### src/rtl/dm_hw_allocator_if.sv
// Alloc / response / free request bundle between RTL initiators and the hardware allocator.
interface dm_hw_allocator_if #(
  parameter int ADDR_W = 64,
  parameter int SIZE_W = 4
) ();
  logic              alloc_valid;
  logic              alloc_ready;
  logic [SIZE_W-1:0] alloc_size;
  logic [SIZE_W-1:0] alloc_align;
  logic              rsp_valid;
  logic              rsp_ready;
  logic              rsp_ok;
  logic [ADDR_W-1:0] rsp_addr;
  logic              free_valid;
  logic              free_ready;
  logic [ADDR_W-1:0] free_addr;
  logic              free_err;

  modport master (
    output alloc_valid, alloc_size, alloc_align, rsp_ready, free_valid, free_addr,
    input  alloc_ready, rsp_valid, rsp_ok, rsp_addr, free_ready, free_err
  );

  modport slave (
    input  alloc_valid, alloc_size, alloc_align, rsp_ready, free_valid, free_addr,
    output alloc_ready, rsp_valid, rsp_ok, rsp_addr, free_ready, free_err
  );
endinterface

### src/rtl/dm_hw_allocator.sv
// First-fit address allocator over NUM_UNITS units starting at BASE; one candidate
// offset is examined per cycle while an alloc is outstanding.
//
// state  | meaning
// IDLE   | accepting frees (priority) and allocs
// SEARCH | testing candidate offset idx for the latched size/alignment
// RESP   | holding the alloc result until rsp_ready
module dm_hw_allocator #(
  parameter int                ADDR_W    = 64,
  parameter logic [ADDR_W-1:0] BASE      = 1,
  parameter int                NUM_UNITS = 16,
  parameter int                MAX_SIZE  = 8,
  parameter int                SIZE_W    = $clog2(MAX_SIZE) + 1
) (
  input  logic             clock,
  input  logic             resetn,
  dm_hw_allocator_if.slave bus
);
  localparam int UNIT_W = $clog2(NUM_UNITS);
  // Two spare bits: idx + size + align can never wrap.
  localparam int CMP_W  = UNIT_W + 3;
  localparam logic [CMP_W-1:0] UNITS_C = CMP_W'(NUM_UNITS);

  typedef enum logic [1:0] {IDLE, SEARCH, RESP} state_e;

  state_e                           state_q, state_d;
  logic [NUM_UNITS-1:0]             used_q, used_d;
  logic [NUM_UNITS-1:0]             start_q, start_d;
  logic [NUM_UNITS-1:0][SIZE_W-1:0] len_q, len_d;
  logic [SIZE_W-1:0]                size_q, size_d;
  logic [SIZE_W-1:0]                align_q, align_d;
  logic [CMP_W-1:0]                 idx_q, idx_d;
  logic                             rsp_ok_q, rsp_ok_d;
  logic [ADDR_W-1:0]                rsp_addr_q, rsp_addr_d;
  logic                             free_bad_q, free_bad_d;
  logic                             free_err_q, free_err_d;

  logic [ADDR_W-1:0]    free_off;
  logic [UNIT_W-1:0]    free_idx;
  logic                 free_hit;
  logic [CMP_W-1:0]     free_end, cand_end, next_end;
  logic [NUM_UNITS-1:0] free_mask, fit_mask;
  logic                 size_ok, fits;

  always_comb begin
    free_off  = bus.free_addr - BASE;
    free_idx  = free_off[UNIT_W-1:0];
    free_hit  = (bus.free_addr >= BASE) && (free_off < ADDR_W'(NUM_UNITS)) && start_q[free_idx];
    free_end  = CMP_W'(free_idx) + CMP_W'(len_q[free_idx]);
    cand_end  = idx_q + CMP_W'(size_q);
    next_end  = cand_end + CMP_W'(align_q);
    size_ok   = (size_q != '0) && (size_q <= SIZE_W'(MAX_SIZE));
    free_mask = '0;
    fit_mask  = '0;
    for (int j = 0; j < NUM_UNITS; j++) begin
      free_mask[j] = (CMP_W'(j) >= CMP_W'(free_idx)) && (CMP_W'(j) < free_end);
      fit_mask[j]  = (CMP_W'(j) >= idx_q) && (CMP_W'(j) < cand_end);
    end
    fits = size_ok && (cand_end <= UNITS_C) && ((used_q & fit_mask) == '0);
  end

  always_comb begin
    state_d         = state_q;
    used_d          = used_q;
    start_d         = start_q;
    len_d           = len_q;
    size_d          = size_q;
    align_d         = align_q;
    idx_d           = idx_q;
    rsp_ok_d        = rsp_ok_q;
    rsp_addr_d      = rsp_addr_q;
    free_bad_d      = 1'b0;
    free_err_d      = free_bad_q;
    bus.alloc_ready = 1'b0;
    bus.free_ready  = 1'b0;
    bus.rsp_valid   = 1'b0;
    unique case (state_q)
      IDLE: begin
        bus.free_ready  = 1'b1;
        bus.alloc_ready = !bus.free_valid;
        if (bus.free_valid) begin
          if (free_hit) begin
            used_d            = used_q & ~free_mask;
            start_d[free_idx] = 1'b0;
          end else begin
            free_bad_d = 1'b1;
          end
        end else if (bus.alloc_valid) begin
          // Bad sizes also pass through SEARCH, which fails them on its first cycle.
          size_d  = bus.alloc_size;
          align_d = (bus.alloc_align == '0) ? SIZE_W'(1) : bus.alloc_align;
          idx_d   = '0;
          state_d = SEARCH;
        end
      end
      SEARCH: begin
        if (fits) begin
          used_d                    = used_q | fit_mask;
          start_d[idx_q[UNIT_W-1:0]] = 1'b1;
          len_d[idx_q[UNIT_W-1:0]]   = size_q;
          rsp_ok_d                  = 1'b1;
          rsp_addr_d                = BASE + ADDR_W'(idx_q);
          state_d                   = RESP;
        end else if (size_ok && (next_end <= UNITS_C)) begin
          idx_d = idx_q + CMP_W'(align_q);
        end else begin
          rsp_ok_d   = 1'b0;
          rsp_addr_d = '0;
          state_d    = RESP;
        end
      end
      RESP: begin
        bus.rsp_valid = 1'b1;
        if (bus.rsp_ready) state_d = IDLE;
      end
      default: state_d = IDLE;
    endcase
  end

  always_ff @(posedge clock) begin
    if (!resetn) begin
      state_q    <= IDLE;
      used_q     <= '0;
      start_q    <= '0;
      len_q      <= '0;
      size_q     <= '0;
      align_q    <= '0;
      idx_q      <= '0;
      rsp_ok_q   <= 1'b0;
      rsp_addr_q <= '0;
      free_bad_q <= 1'b0;
      free_err_q <= 1'b0;
    end else begin
      state_q    <= state_d;
      used_q     <= used_d;
      start_q    <= start_d;
      len_q      <= len_d;
      size_q     <= size_d;
      align_q    <= align_d;
      idx_q      <= idx_d;
      rsp_ok_q   <= rsp_ok_d;
      rsp_addr_q <= rsp_addr_d;
      free_bad_q <= free_bad_d;
      free_err_q <= free_err_d;
    end
  end

  assign bus.rsp_ok   = rsp_ok_q;
  assign bus.rsp_addr = rsp_addr_q;
  assign bus.free_err = free_err_q;
endmodule

### src/flat_wrapper.sv
// flat-port wrapper written by rule: the top's interface ports become plain ports
module dm_hw_allocator_flat 
#(
  parameter int                ADDR_W    = 64,
  parameter logic [ADDR_W-1:0] BASE      = 1,
  parameter int                NUM_UNITS = 16,
  parameter int                MAX_SIZE  = 8,
  parameter int                SIZE_W    = $clog2(MAX_SIZE) + 1
)
  (clock, resetn, bus_alloc_valid, bus_alloc_size, bus_alloc_align, bus_rsp_ready, bus_free_valid, bus_free_addr, bus_alloc_ready, bus_rsp_valid, bus_rsp_ok, bus_rsp_addr, bus_free_ready, bus_free_err);
  dm_hw_allocator_if #(.ADDR_W(ADDR_W), .SIZE_W(SIZE_W)) bus_i ();
  input  logic clock;
  input  logic resetn;
  input wire logic [$bits(bus_i.alloc_valid)-1:0] bus_alloc_valid;
  input wire logic [$bits(bus_i.alloc_size)-1:0] bus_alloc_size;
  input wire logic [$bits(bus_i.alloc_align)-1:0] bus_alloc_align;
  input wire logic [$bits(bus_i.rsp_ready)-1:0] bus_rsp_ready;
  input wire logic [$bits(bus_i.free_valid)-1:0] bus_free_valid;
  input wire logic [$bits(bus_i.free_addr)-1:0] bus_free_addr;
  output wire logic [$bits(bus_i.alloc_ready)-1:0] bus_alloc_ready;
  output wire logic [$bits(bus_i.rsp_valid)-1:0] bus_rsp_valid;
  output wire logic [$bits(bus_i.rsp_ok)-1:0] bus_rsp_ok;
  output wire logic [$bits(bus_i.rsp_addr)-1:0] bus_rsp_addr;
  output wire logic [$bits(bus_i.free_ready)-1:0] bus_free_ready;
  output wire logic [$bits(bus_i.free_err)-1:0] bus_free_err;
  assign bus_i.alloc_valid = bus_alloc_valid;
  assign bus_i.alloc_size = bus_alloc_size;
  assign bus_i.alloc_align = bus_alloc_align;
  assign bus_i.rsp_ready = bus_rsp_ready;
  assign bus_i.free_valid = bus_free_valid;
  assign bus_i.free_addr = bus_free_addr;
  assign bus_alloc_ready = bus_i.alloc_ready;
  assign bus_rsp_valid = bus_i.rsp_valid;
  assign bus_rsp_ok = bus_i.rsp_ok;
  assign bus_rsp_addr = bus_i.rsp_addr;
  assign bus_free_ready = bus_i.free_ready;
  assign bus_free_err = bus_i.free_err;
  dm_hw_allocator #(.ADDR_W(ADDR_W), .BASE(BASE), .NUM_UNITS(NUM_UNITS), .MAX_SIZE(MAX_SIZE), .SIZE_W(SIZE_W)) u_core (.clock(clock), .resetn(resetn), .bus(bus_i));
endmodule
### config.mk
export PLATFORM = sky130hd
export DESIGN_NAME = dm_hw_allocator_flat
export DESIGN_NICKNAME = d
export VERILOG_FILES = /design/src/rtl/dm_hw_allocator_if.sv /design/src/rtl/dm_hw_allocator.sv /design/src/flat_wrapper.sv
export SDC_FILE = /design/constraint.sdc
export NUM_CORES = 1
export LEC_CHECK = 0
export CORE_MARGIN = 10
export CORE_UTILIZATION = 46
export CTS_BUF_LIST = sky130_fd_sc_hd__clkbuf_8
export CTS_CLUSTER_DIAMETER = 30
export DETAILED_ROUTE_END_ITERATION = 8
export PLACE_DENSITY = 0.81
export SYNTH_ARGS = -nofsm -noshare
export SYNTH_HDL_FRONTEND = slang
export SYNTH_SLANG_ARGS = --single-unit
### constraint.sdc
create_clock -name clock -period 8.7 [get_ports clock]
set_input_delay 1.74 -clock clock [delete_from_list [all_inputs] [get_ports clock]]
set_output_delay 1.74 -clock clock [all_outputs]
set_load 0.02 [all_outputs]
---- After elaboration in Yosys (flattened, before gate mapping) ----
Cells that the tools add are included.
W data, S select, Z words.
storage, ports and cells
  register bits ........................... 180
  input bits .............................. 77
  output and inout port bits .............. 69
  word-level logic and storage cells ...... 215
operators by class
  add/subtract/negate cells ............... 6
  $lt $le $gt $ge ......................... 72
  equal/unequal tests ..................... 12
  muxes and demuxes ....................... 39
  bitwise gates (word level) .............. 8
  reduce and logical (&&, ||, !) cells .... 52
operators with widths
  kind                     number
  $mux W64                 2
  $lt A4 B7 Y1 const A     16
  $mux W16                 6
  $bwmux W64               1
  $ge A64 B1 Y1 const B    1
  $lt A64 B5 Y1 const B    1
  $pmux W16 S2             2
  $sub A64 B1 Y64 const B  1
  $ge A4 B7 Y1 const A     8
  $lt A3 B7 Y1 const A     8
  $and A16 B16 Y16         3
  $logic_and A1 B1 Y1      39
  $not A16 Y16             2
  $or A16 B16 Y16          2
  $ge A3 B7 Y1 const A     4
  $ge A4 B4 Y1 const A     7
  $lt A1 B7 Y1 const A     4
  $lt A2 B7 Y1 const A     4
  $mux W7                  4
  $add A7 B4 Y7            3
  $bmux W4 S4              1
  $demux W4 S4             1
  $ge A3 B4 Y1 const A     4
  $logic_not A16 Y1        1
  32 further kinds         64

---- Longest topological paths before layout ----
Gate-level depths: netlist of the first run.
  depth after elaboration ................. 11
  depth in mapped cells ................... 20
  mapped depth without buffers ............ 14

---- Worst setup path before layout of the first run ----
No wires, ideal clock.
  kind .................................... in2reg
  from .................................... input bus_free_addr[0]
  to ...................................... register u_core.used_q[1]
  library setup time ...................... 0.074 ns
  arrival time ............................ 6.558 ns
  data required time ...................... 8.626 ns
  path slack .............................. 2.068 ns
  stages .................................. 19
  cell sequence ........................... buf_2 > buf_2 > buf_1 > inv_1 > ha_1 > clkbuf_1 > clkbuf_1 > mux4_2 > mux4_2 > ha_1 > fa_1 > a21o_1 > a21oi_1 > nand2b_1 > clkbuf_1 > or3_1 > a21oi_1 > a31oi_1 > o21ai_0
on the way
  longest elaborated chain between the ends .. 11
  elaborated cells on any way between the ends .. 20
  classes of those cells .................. add/sub: 2; order compare: 4; eq/ne: 1; mux: 7; bitwise: 2; reduce/logical: 4
ends and longest elaborated chain
  what                           RTL line                source
  start: declaration             flat_wrapper.sv:19      input wire logic [$bits(bus_i.free_addr)-1:0] bus_free_addr;
  $sub A64 B1 Y64                dm_hw_allocator.sv:46   free_off = bus.free_addr - BASE;
  $bmux W4 S4                    dm_hw_allocator.sv:49   free_end = CMP_W'(free_idx) + CMP_W'(len_q[free_idx]);
  $mux W4 (not written as such)  dm_hw_allocator.sv:49
  $add A4 B4 Y5                  dm_hw_allocator.sv:49
  $lt A1 B7 Y1                   dm_hw_allocator.sv:56   free_mask[j] = (CMP_W'(j) >= CMP_W'(free_idx)) && (CMP_W'(j) < free_end);
  $logic_and A1 B1 Y1            dm_hw_allocator.sv:56
  $not A16 Y16                   dm_hw_allocator.sv:83   used_d = used_q & ~free_mask;
  $and A16 B16 Y16               dm_hw_allocator.sv:83
  $mux W16                       dm_hw_allocator.sv:82   if (free_hit) begin
  $mux W16                       dm_hw_allocator.sv:81   if (bus.free_valid) begin
  $pmux W16 S2                   dm_hw_allocator.sv:77   unique case (state_q)
  end signal: assignment         dm_hw_allocator.sv:135  used_q <= used_d;
  end: declaration               dm_hw_allocator.sv:27   logic [NUM_UNITS-1:0] used_q, used_d;
Several ways; a longest one is shown, not always the timed one. The select of a mux whose other input is x is not followed.
A chain may end at the register's enable or synchronous reset.

---- Final worst setup path of the first run ----
Same ends and word-level chain as after synthesis.

==> qor.yml, run 1 <==
worst_hold_path.endpoint: "u_core.bus.free_err"
outcome: "finished, final reports clean"
clock-root-buffer: "clkbuf_8"
clock_insertion_delay_worst_skew_ns: 0.45
max_freq_mhz: 159
synth-edff-count: 0
finalCritPeriodShare_pct: 72.5
tightest_slew_ns: 1.02
grt_pass1_wl_mm: 39.5
dp_slack_ns: 2.00
synthFlopType: "dfxtp_1"
cts.clk_slew.worst_paths_ns: 0.07
hp-class: "register to register"
io_buffers: 89
crit_required_ns: 9.06
synthDistinctLibCells: 80
start_kind: "input port"
synth.avg_cell_area_um2: 8.58
start_util_pct: 47.0
die_w_um: 156
async_flop_share_pct: 0
cts_setup_buffers: 0
antenna_left: 0
crit_fanout: 26
setup_ws_ns: 2.39
die_area_um2: 24300
synthesis.area_um2: 8480
wl_per_cell_um: 19.7
nets: 1149
antenna_found_initial: 0
drt-initial-drc-count: 740
cts_tree: "done"
r2r-start: "u_core.idx_q[2]"
place_hpwl_mm: 19.1
cp-end-kind: "register"
cts_buffers: 17
synthesis.instances: 988
core_area_um2: 18000
p_per_area_nw_per_um2: 138
synth_seq_cells: 124
clk_path_buf_depth: 2
setup-violations-final: 0
drcViolationCount: 0
place_congestion: 0.939
drv_cap: 0
grt_pass1_vias: 7319
fin_skew_ns: 0.0179
ys_seq_area_share_pct: 29.3
grt_max_degree: 85
fin_crit_ns: 6.31
ys_warn_count: 0
r2r_end: "u_core.idx_q[3]"
drive_above_1_share_pct: 9.28
ctsResizeCount: 0
htree_levels: 4
min_from: "u_core.free_bad_q"
track_usage_pct: 20.0
worst_hold_slack_ns: 0.439
leakage_nw: 4.07
hold_depth: 1
reg2reg_depth: 12
setup_tns_ns: 0
vias: 7746
io_pins: 146
drt_pass1_iterations: 5
rsz0062_at_grt: "no"
slew_headroom_pct: 31.9
gr-total-overflow: 0
dieHeight_um: 156
finalHoldViolations: 0
ir_drop_uv: 122
rows: 49
cts_hold_buf: 0
wirelength_mm: 25.4
maxSlewViolCount: 0
insertedDiodeCount: 0
r2r_setup_slack_ns: 3.77
clock_sinks: 124
viasPerCell: 6.03
arrival_ns: 6.67
syn_to_final_growth_pct: 14.1
worstSetupPathType: "input port to register"
worst max-delay path by stage:
stage / startpoint / to / slack, ns / cells after the start
floorplan: bus_free_addr[0] / u_core.used_q[1] / 2.07 / 19
global placement: bus_free_addr[0] / u_core.used_q[1] / 2.17 / 15
detailed placement: bus_free_addr[0] / u_core.used_q[1] / 2.00 / 15
CTS: bus_free_addr[0] / u_core.used_q[1] / 2.46 / 15
global route: bus_free_addr[0] / u_core.used_q[11] / 2.10 / 16
finish: bus_free_addr[0] / u_core.used_q[1] / 2.39 / 15
sequential cells by signal, summed over array words and instances, names as in the netlist:
register,flops
u_core.size_q,4
u_core.bus.rsp_addr,8
u_core.idx_q,7
u_core.bus.free_err,1
u_core.align_q,4
u_core.start_q,16
u_core.used_q,16
u_core.free_bad_q,1
u_core.len_q,64
u_core.state_q,2
u_core.bus.rsp_ok,1
power breakdown:
part	internal (W)	leakage, nW	switching (W)
registers	0.000572	1.00	0.00000708
logic	0.0000767	2.85	0.000126
clock network	0.000300	0.216	0.000254
synthesized netlist by cell type (3+ instances only):
library cell	instances	area, µm²
a211oi_1	9	67.6
a21o_1	13	97.6
a21oi_1	46	230
a22o_1	7	61.3
a31o_2	4	35.0
a31oi_1	8	50.1
and2_1	12	75.1
and3_1	19	119
and4_1	4	35.0
and4b_1	3	30.0
buf_1	3	11.3
buf_2	11	55.1
buf_4	60	450
clkbuf_1	44	165
dfxtp_1	124	2480
fa_1	4	80.1
ha_1	25	313
inv_1	21	78.8
mux2i_1	72	721
mux4_2	24	541
nand2_1	130	488
nand2b_1	5	31.3
nand3_1	28	140
nand4_1	31	194
nand4b_1	7	61.3
nor2_1	58	218
nor2b_1	11	68.8
nor3_1	18	90.1
nor3b_1	3	22.5
nor4_1	8	50.1
nor4_2	6	75.1
nor4b_1	5	43.8
o2111ai_1	4	35.0
o211ai_1	8	60.1
o21a_1	7	52.6
o21ai_0	35	175
o21ai_1	4	20.0
o221a_2	6	67.6
o31ai_1	4	30.0
or3_1	12	75.1
or4_1	6	45.0
xnor2_1	18	158
xor2_1	9	78.8
layer usage:
| layer | share of wire (%) | track usage (%) | wire length [µm] |
|---|---|---|---|
| met5 | 0 | 0 | 0 |
| met2 | 49 | 33.4 | 12300 |
| met1 | 40 | 25.2 | 10200 |
| met4 | 2.3 | 5.75 | 593 |
| met3 | 8.8 | 4.47 | 2230 |
through the flow:
step	util, %	power (W)	area (µm²)	instances
after global routing	53.7	0.00137	9680	1285
after global placement	51.3	0.000788	9250	1253
after CTS	53.7	0.00133	9680	1285
final	53.7	0.00134	9680	1285
after detailed placement	51.3	0.000789	9250	1253
after floorplan	-	0.000732	8690	1043
cell usage in the layout, fill, tap and decap left out, types with 21 or more instances in the layout:
cell / instances
a21oi_1: 46
clkdlybuf4s50_1: 88
conb_1: 56
dfxtp_1: 124
ha_1: 25
inv_1: 21
mux2i_1: 72
mux4_2: 24
nand2_1: 130
nand3_1: 28
nand4_1: 31
nor2_1: 58
o21ai_0: 35
final cells by class:
| cell class | instances | area (µm²) |
|---|---|---|
| Fill cell | 1609 | 8350 |
| Multi-Input combinational cell | 777 | 5430 |
| Clock inverter | 13 | 165 |
| Inverter | 24 | 90.1 |
| Clock buffer | 19 | 262 |
| Sequential cell | 124 | 2480 |
| Tap cell | 229 | 287 |
| Timing Repair Buffer | 99 | 961 |
worst max-delay path, cell delays in order:
cell and delay (ns):
clkdlybuf4s50_1 0.46, buf_4 0.38, inv_1 0.18, ha_1 1.01, mux4_2 0.41, mux4_2 0.48
ha_1 0.23, fa_1 0.43, a21o_1 0.18, a21oi_1 0.24, nand2b_1 0.24, or3_1 0.36
a21oi_1 0.14, a31oi_1 0.05, o21ai_0 0.12
logic make-up (layout without fill, tap and decap cells):
family | after synthesis | after routing | share of synthesized area [%]
compound gates | 186 | 186 | 14.8
xor+xnor | 28 | 28 | 2.98
fa+ha+maj | 29 | 29 | 4.63
buf+inv | 142 | 155 | 9.10
flops | 124 | 124 | 29.3
mux | 97 | 97 | 15.0
other cells | 1 | 56 | 0.0442
simple gates | 381 | 381 | 24.1
(Power assumes the default switching activity.)
==> inputs of run 2 (changes only) <==
==> constraint.sdc (replaced) <==
create_clock -name clock -period 6 [get_ports clock]
set_input_delay 1.2 -clock clock [delete_from_list [all_inputs] [get_ports clock]]
set_output_delay 1.2 -clock clock [all_outputs]
set_load 0.02 [all_outputs]
==> run 2 against run 1 <==
  * Via count up 1.5%
  * Core utilization up 0.64 points
  * Wire length up 0.87%
  * Sequential power up 45%
  * Final cell count up 0.70%
  * Power up 52%
  * Sequential share of layout area down 0.30 points
  * Count of clock-buffer cells in the layout unchanged
  * Clock power up 60%
  * Critical endpoint unchanged
  * Critical path type unchanged
  * Hold slack worse by 0.0038 ns
  * Clock skew down 0.0048 ns
  * Global-route usage up 0.29 points
==> qor.yml, run 2 (synthesis gave the netlist of run 1 again) <==
outcome: "finished, final reports clean"  # unchanged
worstSetupPathType: "input port to register"  # unchanged
place_inst: 1262  # was 1253
swShare_pct: 27.7  # was 29.0%
antenna_left: 0  # unchanged
leakage_nw: 4.14  # was 4.07 nW
fin_skew_ns: 0.0131  # was 0.0179 ns
insertedDiodeCount: 0  # unchanged
die_w_um: 156  # unchanged
design_area_um2: 9790  # was 9680 µm²
p_per_area_nw_per_um2: 207  # was 138 nW/µm²
die_area_um2: 24300  # unchanged
grt_pass1_vias: 7680  # was 7319
place_congestion: 0.963  # was 0.939
cts_setup_buffers: 0  # unchanged
arrival_ns: 5.49  # was 6.67 ns
drcViolationCount: 0  # unchanged
crit_fanout: 15  # was 26
finalCritPeriodShare_pct: 85.2
reg.largest.list: "u_core.len_q: 64 flops, u_core.start_q: 16 flops, u_core.used_q: 16 flops"  # unchanged
placed_cell_area_um2: 9320  # was 9250 µm²
largest-register: "u_core.len_q"  # unchanged
pwr-share-clk_pct: 43.7  # was 41.5%
finalHoldViolations: 0  # unchanged
track_usage_pct: 20.3  # was 20.0%
p_comb_share_pct: 15.0  # was 15.1%
cts_buffers: 17  # unchanged
grt_max_degree: 85  # unchanged
start_util_pct: 47.0  # unchanged
final_cells: 1294  # was 1285
largest_register_ffs: 64  # unchanged
final_common_cell: "nand2_1"  # unchanged
antenna_found_initial: 0  # unchanged
cts_hold_buf: 0  # unchanged
setup_tns_ns: 0  # unchanged
maxSlewViolCount: 0  # unchanged
nets: 1158  # was 1149
wirelength_mm: 25.6  # was 25.4 mm
max_freq_mhz: 196
place_hpwl_mm: 19.0  # was 19.1 mm
grt_pass1_wl_mm: 40.4  # was 39.5 mm
fin_crit_ns: 5.11
gr-total-overflow: 0  # unchanged
vias: 7864  # was 7746
io_pins: 146  # unchanged
regArea_um2: 2480  # unchanged
drt-initial-drc-count: 866  # was 740
slew_headroom_pct: 37.9  # was 31.9%
rows: 49  # unchanged
start_kind: "input port"  # unchanged
viasPerCell: 6.08  # was 6.03
drt_pass1_iterations: 5  # unchanged
clk_path_buf_depth: 2  # unchanged
clock-root-buffer: "clkbuf_8"  # unchanged
rsz0062_at_grt: "no"  # unchanged
hp-class: "register to register"  # unchanged
crit_required_ns: 6.37  # was 9.06 ns
drv_cap: 0  # unchanged
switchingPower_w: 0.000561  # was 0.000387 W
htree_levels: 4  # unchanged
tightest_slew_ns: 0.922  # was 1.02 ns
clock_sinks: 124  # unchanged
syn_to_final_growth_pct: 15.5  # was 14.1%
p_int_w: 0.00147  # was 0.000949 W
drive_above_1_share_pct: 9.95  # was 9.28%
layout_common_cells: "130 x nand2_1, 124 x dfxtp_1, 88 x clkdlybuf4s50_1"  # unchanged
power.total_w: 0.00203  # was 0.00134 W
dieHeight_um: 156  # unchanged
fill_cells: 1609  # unchanged
wl_per_cell_um: 19.8  # was 19.7 µm
multi_input_area_um2: 5430  # unchanged
seqPwrFrac_pct: 41.3  # was 43.3%
cts_tree: "done"  # unchanged
cp-end-kind: "register"  # unchanged
setup-violations-final: 0  # unchanged
ctsResizeCount: 0  # unchanged
core_area_um2: 18000  # unchanged
ir_drop_uv: 137  # was 122 µV
io_buffers: 89  # unchanged
cts.clk_slew.worst_paths_ns: 0.08  # was 0.07 ns
clock_insertion_delay_worst_skew_ns: 0.46  # was 0.45 ns
-- run 2: power groups by stage --
stage	clock network, W	registers [W]	logic, W
floorplan	0	0.000853	0.000209
global route	0.000917	0.000838	0.000327
finish	0.000886	0.000838	0.000304
CTS	0.000886	0.000838	0.000297
global placement	0	0.000856	0.000293
detailed placement	0	0.000857	0.000295
-- run 2: worst paths after layout --
| check | start | endpoint | slack [ns] | depth (start not counted) |
|---|---|---|---|---|
| setup / recovery | bus_free_addr[1] | u_core.used_q[1] | 0.89 | 14 |
| hold / removal | u_core.free_bad_q | u_core.bus.free_err | 0.44 | 1 |
| setup reg to reg | u_core.size_q[0] | u_core.len_q[56] | 1.42 | 14 |
| hold reg to reg | u_core.free_bad_q | u_core.bus.free_err | 0.44 | 1 |
-- run 2: final cells by class --
class	count	area share, %
Multi-Input combinational cell	777	55.5
Timing Repair Buffer	108	10.5
Inverter	24	0.920
Tap cell	229	2.93
Clock buffer	19	2.67
Clock inverter	13	2.17
Sequential cell	124	25.3
-- run 2: layer usage --
metal | up-vias | track usage, % | share of wire [%]
li1 | 3653 | - | -
met4 | 0 | 8.60 | 3.3
met5 | - | 0 | 0
met2 | 439 | 32.7 | 47
met3 | 84 | 4.52 | 9.4
met1 | 3688 | 25.5 | 40
-- run 2: metrics by stage --
stage / worst slack (ns) / hold slack (ns) / utilization, %
after global placement: 0.628 / 0.413 / 51.7
after floorplan: 0.182 / 0.412 / -
after global routing: 0.686 / 0.446 / 54.3
final: 0.885 / 0.435 / 54.3
after detailed placement: 0.460 / 0.419 / 51.7
after CTS: 0.922 / 0.437 / 54.3
-- run 2: critical path, stage by stage --
cell,delay [ns]
clkdlybuf4s50_1,0.58
inv_1,0.12
ha_1,0.71
mux4_2,0.41
mux4_2,0.49
ha_1,0.23
fa_1,0.44
a21o_1,0.19
a21oi_1,0.21
nand2b_1,0.22
or3_1,0.35
a21oi_1,0.15
a31oi_1,0.05
o21ai_0,0.12
==> inputs of run 3 (changes only) <==
--- a/config.mk
+++ b/config.mk
@@ -10,7 +10,8 @@
 export CTS_BUF_LIST = sky130_fd_sc_hd__clkbuf_8
 export CTS_CLUSTER_DIAMETER = 30
 export DETAILED_ROUTE_END_ITERATION = 8
-export PLACE_DENSITY = 0.81
+export GPL_ROUTABILITY_DRIVEN = 0
+export PLACE_DENSITY = 0.71
 export SYNTH_ARGS = -nofsm -noshare
 export SYNTH_HDL_FRONTEND = slang
 export SYNTH_SLANG_ARGS = --single-unit
==> run 3 against run 2 <==
  * Sequential share of layout area is 0.10 points higher
  * Flip-flop and latch count stayed put
  * Power is 3.8% lower
  * Register-to-register slack better by 0.11 ns
  * First-iteration DRC count is 15% lower
  * Wire length is 2.0% lower
  * Hold slack better by 0.013 ns
  * Combinational power hardly changed
  * Clock skew is 0.0054 ns higher
  * Highest routed layer unchanged
==> qor.yml, run 3 (synthesis gave the netlist of run 1 again) <==
clock_insertion_delay_worst_skew_ns: 0.47  # was 0.46 ns
grt_max_degree: 84  # was 85
p_int_w: 0.00139  # was 0.00147 W
seqPwrFrac_pct: 42.9  # was 41.3%
wl_per_cell_um: 19.4  # was 19.8 µm
slew_headroom_pct: 40.9  # was 37.9%
cts_buffers: 17  # unchanged
largest_register_ffs: 64  # unchanged
r2r_end: "u_core.len_q[58]"  # was u_core.len_q[56]
hold_depth: 2  # was 1
insertedDiodeCount: 0  # unchanged
min_from: "u_core.start_q[8]"  # was u_core.free_bad_q
drt_pass1_iterations: 6  # was 5
p_comb_share_pct: 15.7  # was 15.0%
swShare_pct: 28.6  # was 27.7%
arrival_ns: 5.55  # was 5.49 ns
rows: 49  # unchanged
io_buffers: 89  # unchanged
hp-class: "register to register"  # unchanged
place_hpwl_mm: 19.1  # was 19.0 mm
final_common_cell: "nand2_1"  # unchanged
rsz0062_at_grt: "no"  # unchanged
cts_setup_buffers: 0  # unchanged
max_freq_mhz: 194  # was 196 MHz
drcViolationCount: 0  # unchanged
core_area_um2: 18000  # unchanged
dieHeight_um: 156  # unchanged
wirelength_mm: 25.1  # was 25.6 mm
start_util_pct: 47.0  # unchanged
die_w_um: 156  # unchanged
clock_sinks: 124  # unchanged
crit_fanout: 14  # was 15
clock-root-buffer: "clkbuf_8"  # unchanged
critPathSlowestCell: "ha_1"  # unchanged
reg.largest.list: "u_core.len_q: 64 flops, u_core.start_q: 16 flops, u_core.used_q: 16 flops"  # unchanged
ir_drop_uv: 146  # was 137 µV
ctsResizeCount: 0  # unchanged
setup-violations-final: 0  # unchanged
fin_skew_ns: 0.0185  # was 0.0131 ns
cp-end-kind: "register"  # unchanged
design_area_um2: 9760  # was 9790 µm²
clk_path_buf_depth: 2  # unchanged
fin_crit_ns: 5.16  # was 5.11 ns
power.total_w: 0.00195  # was 0.00203 W
cpPeakStageDelay_ns: 0.72  # was 0.71 ns
finalCritPeriodShare_pct: 86.1  # was 85.2%
finalHoldViolations: 0  # unchanged
drv_cap: 0  # unchanged
crit_required_ns: 6.39  # was 6.37 ns
start_kind: "input port"  # unchanged
largest-register: "u_core.len_q"  # unchanged
leakage_nw: 4.11  # was 4.14 nW
pwr-share-clk_pct: 41.4  # was 43.7%
syn_to_final_growth_pct: 15.0  # was 15.5%
viasPerCell: 5.93  # was 6.08
cts_tree: "done"  # unchanged
switchingPower_w: 0.000558  # was 0.000561 W
worstSetupPathType: "input port to register"  # unchanged
vias: 7670  # was 7864
antenna_left: 0  # unchanged
nets: 1158  # unchanged
track_usage_pct: 19.9  # was 20.3%
worst_hold_path.endpoint: "u_core.start_q[8]"  # was u_core.bus.free_err
htree_levels: 4  # unchanged
grt_pass1_vias: 7472  # was 7680
placed_cell_area_um2: 9320  # unchanged
p_per_area_nw_per_um2: 200  # was 207 nW/µm²
r2r-start: "u_core.size_q[0]"  # unchanged
layout_common_cells: "130 x nand2_1, 124 x dfxtp_1, 88 x clkdlybuf4s50_1"  # unchanged
r2r_setup_slack_ns: 1.53  # was 1.42 ns
antenna_found_initial: 0  # unchanged
outcome: "finished, final reports clean"  # unchanged
grt_pass1_wl_mm: 39.4  # was 40.4 mm
drt-initial-drc-count: 732  # was 866
tightest_slew_ns: 0.886  # was 0.922 ns
io_pins: 146  # unchanged
drive_above_1_share_pct: 10.0  # was 9.95%
setup_tns_ns: 0  # unchanged
gr-total-overflow: 0  # unchanged
path_cells: "clkdlybuf4s50_1 > inv_1 > ha_1 > mux4_2 > mux4_2 > ha_1 > fa_1 > a21o_1 > a21oi_1 > nand2b_1 > or3_1 > a21oi_1 > a31oi_1 > o21ai_0"  # unchanged
maxSlewViolCount: 0  # unchanged
cts.clk_slew.worst_paths_ns: 0.09  # was 0.08 ns
die_area_um2: 24300  # unchanged
reg2reg_depth: 14  # unchanged
cts_hold_buf: 0  # unchanged
## run 3: cell count changes in the layout (fill, tap and decap cells not counted)
cell        previous run  this run
bufinv_16              5         3
clkbuf_8              19        20
clkinv_2               0         1
clkinv_4               3         2
clkinvlp_4             2         4
inv_1                 22        21
## run 3: through the flow
| step | setup slack (ns) | hold slack [ns] | utilization (%) | std cells |
|---|---|---|---|---|
| 2_1_floorplan | 0.182 | 0.412 | - | 1043 |
| 5_1_grt | 0.586 | 0.465 | 54.1 | 1294 |
| 3_3_place_gp | 0.610 | 0.416 | 51.7 | 1262 |
| 4_1_cts | 0.883 | 0.450 | 54.1 | 1294 |
| 6_report | 0.836 | 0.448 | 54.1 | 1294 |
| 3_5_place_dp | 0.445 | 0.438 | 51.7 | 1262 |
## run 3: critical path, delay by kind of cell
family	cells	cell delay [ns]
and+or+nand+nor	2	0.61
buffers and inverters	2	0.68
adders and majority gates	3	1.38
AOI/OAI and AO/OA	5	0.79
muxes	2	0.88
## run 3: power by group through the flow
stage	combinational (W)	clock [W]	sequential [W]
2_1_floorplan	0.000209	0	0.000853
3_3_place_gp	0.000296	0	0.000857
3_5_place_dp	0.000298	0	0.000857
4_1_cts	0.000300	0.000822	0.000837
5_1_grt	0.000329	0.000853	0.000838
6_report	0.000305	0.000808	0.000838
## run 3: routing by layer
layer | track usage (%) | wire [µm]
met1 | 25.2 | 10600
met2 | 31.8 | 11600
met5 | 0 | 0
met3 | 4.58 | 2170
met4 | 8.11 | 709
## run 3: final cells by class
cell class / instances / area, µm²
tap: 229 / 287
sequential: 124 / 2480
fill: 1667 / 8270
clock buffer: 20 / 275
clock inverter: 12 / 160
multi-input combinational: 777 / 5430
timing repair buffer: 108 / 1030
inverter: 24 / 90.1
## run 3: worst max-delay path by stage
stage,from,to,slack [ns],cells past startpoint
finish,bus_free_addr[1],u_core.used_q[1],0.84,14
global route,bus_free_addr[0],u_core.used_q[1],0.59,14
CTS,bus_free_addr[1],u_core.used_q[1],0.88,14
detailed placement,bus_free_addr[1],u_core.used_q[1],0.44,14
global placement,bus_free_addr[1],u_core.used_q[1],0.61,14
floorplan,bus_free_addr[0],u_core.used_q[1],0.18,19
